[src/rtl/ir_nec_pkg.sv]
// Shared NEC decoder definitions: FSM state type, timing windows in microseconds and
// helpers that turn them into clock counts for a given CLK_HZ.
package ir_nec_pkg;

  typedef enum logic [2:0] {
    IDLE,
    LEAD_MARK,
    LEAD_SPACE,
    BIT_MARK,
    BIT_SPACE,
    STOP_MARK,
    RPT_STOP
  } nec_state_t;

  localparam int unsigned LeadMarkLoUs  = 8000;
  localparam int unsigned LeadMarkHiUs  = 10000;
  localparam int unsigned LeadSpaceLoUs = 4000;
  localparam int unsigned LeadSpaceHiUs = 5000;
  localparam int unsigned RptSpaceLoUs  = 2000;
  localparam int unsigned RptSpaceHiUs  = 2500;
  localparam int unsigned BitMarkLoUs   = 400;
  localparam int unsigned BitMarkHiUs   = 700;
  localparam int unsigned Data0LoUs     = 400;
  localparam int unsigned Data0HiUs     = 800;
  localparam int unsigned Data1LoUs     = 1400;
  localparam int unsigned Data1HiUs     = 1900;
  localparam int unsigned MaxIntervalUs = 10000;

  function automatic int unsigned us_to_clk(input int unsigned clk_hz, input int unsigned us);
    longint unsigned prod;
    prod = (64'(clk_hz) * 64'(us)) / 64'd1000000;
    return prod[31:0];
  endfunction

  // One spare bit above the longest window keeps the saturated value clearly out of range.
  function automatic int unsigned cnt_width(input int unsigned clk_hz);
    return $clog2(us_to_clk(clk_hz, MaxIntervalUs)) + 1;
  endfunction

  function automatic logic in_window(input logic [31:0] len, input int unsigned lo,
                                     input int unsigned hi);
    return (len >= lo) && (len <= hi);
  endfunction

  function automatic logic frame_ok(input logic [31:0] f, input logic chk_addr);
    return (f[31:24] == ~f[23:16]) && (!chk_addr || (f[15:8] == ~f[7:0]));
  endfunction

endpackage

[src/rtl/ir_sync_edge.sv]
// Two-flop synchronizer for the raw IR line plus one history flop for edge detection.
module ir_sync_edge (
  input  logic clk,
  input  logic rst_n,
  input  logic i_rxd,
  output logic level,
  output logic rise,
  output logic fall
);

  logic r_meta;
  logic r_sync;
  logic r_prev;

  // Flops reset to the idle-high line level so release never fakes an edge.
  always_ff @(posedge clk or negedge rst_n) begin
    if (!rst_n) begin
      r_meta <= 1'b1;
      r_sync <= 1'b1;
      r_prev <= 1'b1;
    end else begin
      r_meta <= i_rxd;
      r_sync <= r_meta;
      r_prev <= r_sync;
    end
  end

  assign level = r_sync;
  assign rise  = r_sync & ~r_prev;
  assign fall  = ~r_sync & r_prev;

endmodule

[src/rtl/ir_nec_decoder.sv]
// NEC IR frame decoder: times marks and spaces on the synchronized line, assembles 32 bits
// LSB first, validates complements and reports frames, repeat codes and errors as pulses.
module ir_nec_decoder #(
  parameter int unsigned CLK_HZ     = 50000000,
  parameter bit          CHECK_ADDR = 1'b0
) (
  input  logic        clk,
  input  logic        Rkey,
  input  logic        IRDA_RXD,
  output logic [31:0] frame,
  output logic [7:0]  cmd,
  output logic        valid,
  output logic        rpt,
  output logic        err
);

  import ir_nec_pkg::*;

  localparam int unsigned CntW        = cnt_width(CLK_HZ);
  localparam int unsigned LeadMarkLo  = us_to_clk(CLK_HZ, LeadMarkLoUs);
  localparam int unsigned LeadMarkHi  = us_to_clk(CLK_HZ, LeadMarkHiUs);
  localparam int unsigned LeadSpaceLo = us_to_clk(CLK_HZ, LeadSpaceLoUs);
  localparam int unsigned LeadSpaceHi = us_to_clk(CLK_HZ, LeadSpaceHiUs);
  localparam int unsigned RptSpaceLo  = us_to_clk(CLK_HZ, RptSpaceLoUs);
  localparam int unsigned RptSpaceHi  = us_to_clk(CLK_HZ, RptSpaceHiUs);
  localparam int unsigned BitMarkLo   = us_to_clk(CLK_HZ, BitMarkLoUs);
  localparam int unsigned BitMarkHi   = us_to_clk(CLK_HZ, BitMarkHiUs);
  localparam int unsigned Data0Lo     = us_to_clk(CLK_HZ, Data0LoUs);
  localparam int unsigned Data0Hi     = us_to_clk(CLK_HZ, Data0HiUs);
  localparam int unsigned Data1Lo     = us_to_clk(CLK_HZ, Data1LoUs);
  localparam int unsigned Data1Hi     = us_to_clk(CLK_HZ, Data1HiUs);

  logic w_unused_level;
  logic w_rise;
  logic w_fall;

  ir_sync_edge u_sync_edge (
    .clk   (clk),
    .rst_n (Rkey),
    .i_rxd (IRDA_RXD),
    .level (w_unused_level),
    .rise  (w_rise),
    .fall  (w_fall)
  );

  nec_state_t      r_state;
  logic [CntW-1:0] r_cnt;
  logic [5:0]      r_bits;
  logic [31:0]     r_shift;
  logic [31:0]     r_frame;
  logic [7:0]      r_cmd;
  logic            r_valid;
  logic            r_rpt;
  logic            r_err;
  logic            r_rpt_en;

  // Interval length including the cycle of the closing edge, so a line held N clk reads N.
  logic [31:0] w_len;
  logic        w_is0;
  logic        w_is1;
  logic        w_mark_ok;

  assign w_len     = 32'(r_cnt) + 32'd1;
  assign w_is0     = in_window(w_len, Data0Lo, Data0Hi);
  assign w_is1     = in_window(w_len, Data1Lo, Data1Hi);
  assign w_mark_ok = in_window(w_len, BitMarkLo, BitMarkHi);

  always_ff @(posedge clk or negedge Rkey) begin
    if (!Rkey) begin
      r_state  <= IDLE;
      r_cnt    <= '0;
      r_bits   <= '0;
      r_shift  <= '0;
      r_frame  <= '0;
      r_cmd    <= '0;
      r_valid  <= 1'b0;
      r_rpt    <= 1'b0;
      r_err    <= 1'b0;
      r_rpt_en <= 1'b0;
    end else begin
      r_valid <= 1'b0;
      r_rpt   <= 1'b0;
      r_err   <= 1'b0;

      if (w_rise || w_fall) begin
        r_cnt <= '0;
      end else if (r_cnt != {CntW{1'b1}}) begin
        r_cnt <= r_cnt + CntW'(1);
      end

      unique case (r_state)
        IDLE: begin
          if (w_fall) r_state <= LEAD_MARK;
        end

        LEAD_MARK: begin
          if (w_rise) begin
            if (in_window(w_len, LeadMarkLo, LeadMarkHi)) begin
              r_state <= LEAD_SPACE;
            end else begin
              r_state <= IDLE;
              r_err   <= 1'b1;
            end
          end else if (w_len > LeadMarkHi) begin
            r_state <= IDLE;
            r_err   <= 1'b1;
          end
        end

        LEAD_SPACE: begin
          if (w_fall) begin
            if (in_window(w_len, LeadSpaceLo, LeadSpaceHi)) begin
              r_state <= BIT_MARK;
              r_bits  <= '0;
            end else if (in_window(w_len, RptSpaceLo, RptSpaceHi)) begin
              r_state <= RPT_STOP;
            end else begin
              r_state <= IDLE;
              r_err   <= 1'b1;
            end
          end else if (w_len > LeadSpaceHi) begin
            r_state <= IDLE;
            r_err   <= 1'b1;
          end
        end

        BIT_MARK: begin
          if (w_rise) begin
            if (w_mark_ok) begin
              r_state <= BIT_SPACE;
            end else begin
              r_state <= IDLE;
              r_err   <= 1'b1;
            end
          end else if (w_len > BitMarkHi) begin
            r_state <= IDLE;
            r_err   <= 1'b1;
          end
        end

        BIT_SPACE: begin
          if (w_fall) begin
            if (w_is0 || w_is1) begin
              r_shift <= {w_is1, r_shift[31:1]};
              r_bits  <= r_bits + 6'd1;
              r_state <= (r_bits == 6'd31) ? STOP_MARK : BIT_MARK;
            end else begin
              r_state <= IDLE;
              r_err   <= 1'b1;
            end
          end else if (w_len > Data1Hi) begin
            r_state <= IDLE;
            r_err   <= 1'b1;
          end
        end

        STOP_MARK: begin
          if (w_rise) begin
            r_state <= IDLE;
            if (w_mark_ok && frame_ok(r_shift, CHECK_ADDR)) begin
              r_frame  <= r_shift;
              r_cmd    <= r_shift[23:16];
              r_valid  <= 1'b1;
              r_rpt_en <= 1'b1;
            end else begin
              r_err <= 1'b1;
            end
          end else if (w_len > BitMarkHi) begin
            r_state <= IDLE;
            r_err   <= 1'b1;
          end
        end

        RPT_STOP: begin
          if (w_rise) begin
            r_state <= IDLE;
            // A repeat with no frame to repeat is dropped silently, not flagged.
            if (w_mark_ok) begin
              r_rpt <= r_rpt_en;
            end else begin
              r_err <= 1'b1;
            end
          end else if (w_len > BitMarkHi) begin
            r_state <= IDLE;
            r_err   <= 1'b1;
          end
        end

        default: r_state <= IDLE;
      endcase
    end
  end

  assign frame = r_frame;
  assign cmd   = r_cmd;
  assign valid = r_valid;
  assign rpt   = r_rpt;
  assign err   = r_err;

endmodule

[config.mk]
export PLATFORM = sky130hd
export DESIGN_NAME = ir_nec_decoder
export DESIGN_NICKNAME = d
export VERILOG_FILES = /design/src/rtl/ir_nec_pkg.sv /design/src/rtl/ir_sync_edge.sv /design/src/rtl/ir_nec_decoder.sv
export SDC_FILE = /design/constraint.sdc
export NUM_CORES = 1
export LEC_CHECK = 0
export CAP_MARGIN = 20
export CORE_AREA = 2 2 107 109
export CTS_CLUSTER_SIZE = 14
export DETAILED_ROUTE_END_ITERATION = 8
export DIE_AREA = 0 0 109 111
export PLACE_DENSITY = 0.75
export SYNTH_ARGS = -nofsm -noshare
export SYNTH_HDL_FRONTEND = slang
export SYNTH_SLANG_ARGS = --single-unit
[constraint.sdc]
create_clock -name clk -period 3.1 [get_ports clk]
set_input_delay 0.93 -clock clk [delete_from_list [all_inputs] [get_ports clk]]
set_output_delay 0.93 -clock clk [all_outputs]
set_load 0.03 [all_outputs]
==> results.md <==
Place:
- The port buffer count is 45.
- The post-placement worst setup slack is -233 ps.
- At the end of routability-driven placement, the weighted congestion stood at 0.979.
- Including well taps, the total number of placed cells is 764.
- The total cell area at the placement stage is 0.00676 sq mm.
- The placed wire-length estimate is 10,800 um.

Clock tree:
- The clock-pin slew on the worst setup and hold paths is 80 ps.
- Clock latency on the worst-skew pair, taken at its later pin, is 360 ps.
- Buffers inserted during clock tree synthesis total 9.
- The number of H-tree levels is 3.
- The clock passes through at most 2 buffers.
- TritonCTS built the clock tree.
- CTS saw 100 sinks.
- The master cell of the clock root buffer is sky130_fd_sc_hd__clkbuf_16.
- For this design, the CTS-stage hold fixing added 0 buffers.

Critical path:
- In this run the worst path has a maximum fanout of 8.
- For flop-to-flop paths, the worst setup slack is -300 ps.
- The worst reg-to-reg path cell count is 14.
- In this run the critical register-to-register path is captured at r_bits[5]$_DFFE_PN0P_.
- The startpoint identified for the worst register-to-register timing path is r_cnt[1]$_DFFE_PN0P_.
- The startpoint of the most critical setup path is r_cnt[1]$_DFFE_PN0P_.
- The kind of start point of the critical path is a flop.
- The sort of element at the end of the critical path is a flop.
- Data arrives at the worst endpoint at 3660 ps.
- The critical path capture point is r_bits[5]$_DFFE_PN0P_.
- The required time reported for the critical path endpoint is 3350 ps.
- By startpoint and endpoint, the worst setup path is classified as flop to flop.

Global routing:
- For this run, the total global-route usage over all layers was measured as 27.1%.
- The first-pass GRT wire length is 25,600 um.
- The number of global-route vias before repair is 4,960.
- The initial antenna violation count is 0.
- Entering global routing, the biggest net connects 61 pins.
- The sum of overflow across all layers after global routing is 0.

Status:
- The flow ran to the end, but the final reports show violations.
- The final reports fail on setup timing.

Timing:
- The max-slew headroom at the worst pin is 56.0%.
- The count of final hold-check violations is 0.
- The final sum of negative setup slack is -7900 ps.
- The maximum frequency from static timing analysis is 294 MHz.
- The smallest clock period supported by the final layout is computed as 3400 ps.
- Setup repair after global routing could not meet its margin everywhere.
- Setup slack on the critical path of the routed design comes to -303 ps.
- The number of setup violations in the final report is 74.
- The share of the cycle needed by the critical path after routing is 110%.
- The worst-case hold slack is 362 ps.
- The final max-slew violation count is 0.
- The slew of the pin with the lowest slew margin is 655 ps.
- Across the routed clock network, the largest skew measured is 14.5 ps.

Die:
- The effective utilization at floorplan is 51.4%.
- The floorplan step defined a die boundary enclosing 0.0121 sq mm.
- Measured along the x axis, the die boundary spans 109 um.
- The area of the placeable core is 0.0111 sq mm.
- The I/O pin count is 46.
- The floorplan has 39 rows.
- In this run the vertical extent of the chip is 111 um.

Synthesis:
- Yosys instantiated no cell more often than sky130_fd_sc_hd__dfrtp_1.
- The part of the Yosys area used for sequential elements is 44.1%.
- The distinct cell type count of the synthesized netlist is 68.
- The post-synthesis average cell area is 10.5 sq um.
- Sorting the synthesized cells by how often they occur yields sky130_fd_sc_hd__dfrtp_1 (97), sky130_fd_sc_hd__mux2_2 (35), sky130_fd_sc_hd__nand2_1 (31).
- The dominant register cell in the synthesized netlist is sky130_fd_sc_hd__dfrtp_1.
- After synthesis the netlist holds a flip-flop and latch count of 100.
- Counting flops with a built-in enable in the synthesized netlist gives 0.
- The area of the mapped netlist is 0.00569 sq mm.
- The leading area contributor after synthesis is sky130_fd_sc_hd__dfrtp_1.
- The number of warnings reported in the yosys synthesis log is 0.
- By area the synthesized netlist is led by sky130_fd_sc_hd__dfrtp_1 (43%), sky130_fd_sc_hd__mux2_2 (6.9%), sky130_fd_sc_hd__mux2_1 (5.5%).
- When the netlist entered floorplanning its net count stood at 550.
- The fraction of registers with async set or reset after synthesis is 100%.
- The synthesized design devotes to its leading area cell type 42.7% of total area.
- Synthesis produced a netlist whose cell count is 542.

Final layout:
- The number of non-filler instances in the completed layout is 807.
- The fraction of layout cells with a size suffix above 1 is 33.9%.
- Summing all non-filler instances in the final layout gives an area of 0.00783 sq mm.
- Fill cells in the final layout number 727.
- Once layout is complete, the utilization of the core stands at 70.7%.
- The area taken by multi-input logic gates is 0.00325 sq mm.
- After the last flow step, the layout net total stands at 667.
- The total area of sequential cells is 0.00251 sq mm.
- The number of antenna diodes in the final layout is 0.
- The layout-stage area growth over the synthesis result is 37.6%.

Power:
- In this run the static leakage power is 3.43 nW.
- IR analysis of the VDD net gives a maximum drop of 0.000375 V.
- In this run the power density over the cells is 343 mW/mm^2.
- Total power for the finished layout comes to 2.68 mW.

Route:
- The DRC marker count from the first detailed-route iteration is 581.
- The final wirelength is 18,700 um.
- Once detail routing completed, the nets flagged for antenna violations numbered 0.
- Before antenna repair, the detailed router went through 5 iterations.
- The post-detailed-route wirelength per cell is 23.2 um.
- The overall via count from detail_route is 5,168.
- Dividing the detail-routed via count by the number of cells gives 6.40.
- For this run, design rule violations remaining after detail routing come to 0.

Run:
- Max-cap violations in this run came to 0.

Hold path:
- The worst min-delay path class is flop to flop.
- The worst min-delay path startpoint is u_sync_edge.r_meta$_DFF_PN1_.
-- cell families after synthesis --
family,count (synthesis),share of synthesized area (%)
adder cells (fa/ha/maj),5,1.10
buffers and inverters,58,5.30
multiplexers,72,14.1
flip-flops,100,44.1
AND/OR/NAND/NOR,168,17.4
AO/OA/AOI/OAI,106,13.0
XOR/XNOR,33,5.08
-- worst max-delay path: stages, from the launching register on --
cell                        delay [ps]
sky130_fd_sc_hd__dfrtp_2           450
sky130_fd_sc_hd__nand4_1           220
sky130_fd_sc_hd__buf_4             220
sky130_fd_sc_hd__buf_4             150
sky130_fd_sc_hd__or3_1             430
sky130_fd_sc_hd__o211ai_1          200
sky130_fd_sc_hd__nor4_4             70
sky130_fd_sc_hd__buf_4             150
sky130_fd_sc_hd__o311a_1           360
sky130_fd_sc_hd__o211ai_1          190
sky130_fd_sc_hd__a21oi_4           100
sky130_fd_sc_hd__buf_12            170
sky130_fd_sc_hd__clkbuf_16         160
sky130_fd_sc_hd__nand4_1           140
sky130_fd_sc_hd__mux2i_1           290
-- cell type report --
type,count,area share [%]
well taps,143,2.29
inverters,14,0.671
flip-flops and latches,100,32.1
clock inverters,7,1.20
clock buffers,9,2.88
repair buffers,150,19.4
multi-input cells,384,41.5
-- registers in the layout, indices dropped and copies added (netlist names) --
signal	flops
r_cnt	20
r_rpt_en	1
rpt	1
u_sync_edge.level	1
r_state	3
valid	1
frame	32
err	1
r_bits	6
u_sync_edge.r_meta	1
u_sync_edge.r_prev	1
r_shift	32
-- worst min-delay path by stage --
| stage | slack, ps | cells past startpoint | to |
|---|---|---|---|
| after floorplan | 350 | 0 | u_sync_edge.level$_DFF_PN1_ |
| after global placement | 350 | 0 | u_sync_edge.level$_DFF_PN1_ |
| after detailed placement | 350 | 0 | u_sync_edge.level$_DFF_PN1_ |
| after CTS | 360 | 0 | u_sync_edge.level$_DFF_PN1_ |
| after global routing | 370 | 0 | u_sync_edge.level$_DFF_PN1_ |
| final | 360 | 0 | u_sync_edge.level$_DFF_PN1_ |
-- power by group --
group / total, mW / internal (mW) / switching (mW)
sequential: 1.33 / 1.31 / 0.0149
combinational: 0.148 / 0.0567 / 0.0912
clock: 1.21 / 0.593 / 0.613
-- routing by layer --
layer / track usage, % / routed length, um / up-vias
li1: - / - / 2233
met1: 36.5 / 7510 / 2600
met2: 44.0 / 9480 / 286
met3: 5.47 / 1220 / 49
met4: 7.95 / 531 / 0
met5: 0 / 0 / -
-- what timing repair did --
action | 4_1_cts | 5_1_grt
setup buffers | 3 | 13
gates resized for setup | 17 | 75
cloned | 1 | 10
pin swaps | 8 | 13
hold endpoints to repair | 0 | 0
setup endpoints to repair | 71 | 74
-- placed cells by master (no fill, tap or decap), types with 4 or more instances in the layout --
| cell | count |
|---|---|
| sky130_fd_sc_hd__nand2b_1 | 8 |
| sky130_fd_sc_hd__nand3_1 | 15 |
| sky130_fd_sc_hd__mux2i_1 | 8 |
| sky130_fd_sc_hd__buf_4 | 84 |
| sky130_fd_sc_hd__xnor2_1 | 24 |
| sky130_fd_sc_hd__nor2_1 | 19 |
| sky130_fd_sc_hd__ha_1 | 4 |
| sky130_fd_sc_hd__a211oi_1 | 7 |
| sky130_fd_sc_hd__clkbuf_16 | 17 |
| sky130_fd_sc_hd__mux2_4 | 59 |
| sky130_fd_sc_hd__o32a_1 | 4 |
| sky130_fd_sc_hd__a31oi_1 | 4 |
| sky130_fd_sc_hd__and2_1 | 4 |
| sky130_fd_sc_hd__o21ai_0 | 13 |
| sky130_fd_sc_hd__clkdlybuf4s50_1 | 44 |
| sky130_fd_sc_hd__nor4_1 | 12 |
| sky130_fd_sc_hd__or3_1 | 7 |
| sky130_fd_sc_hd__nand2_1 | 29 |
| sky130_fd_sc_hd__o211ai_1 | 9 |
| sky130_fd_sc_hd__mux2_2 | 4 |
| sky130_fd_sc_hd__xor2_1 | 6 |
| sky130_fd_sc_hd__inv_1 | 13 |
| sky130_fd_sc_hd__and3_1 | 5 |
| sky130_fd_sc_hd__nor2b_1 | 6 |
| sky130_fd_sc_hd__nand4_1 | 17 |
| sky130_fd_sc_hd__a21oi_1 | 27 |
| sky130_fd_sc_hd__nor3_1 | 8 |
| sky130_fd_sc_hd__buf_12 | 9 |
| sky130_fd_sc_hd__dfrtp_1 | 94 |
(Power assumes the default switching activity.)
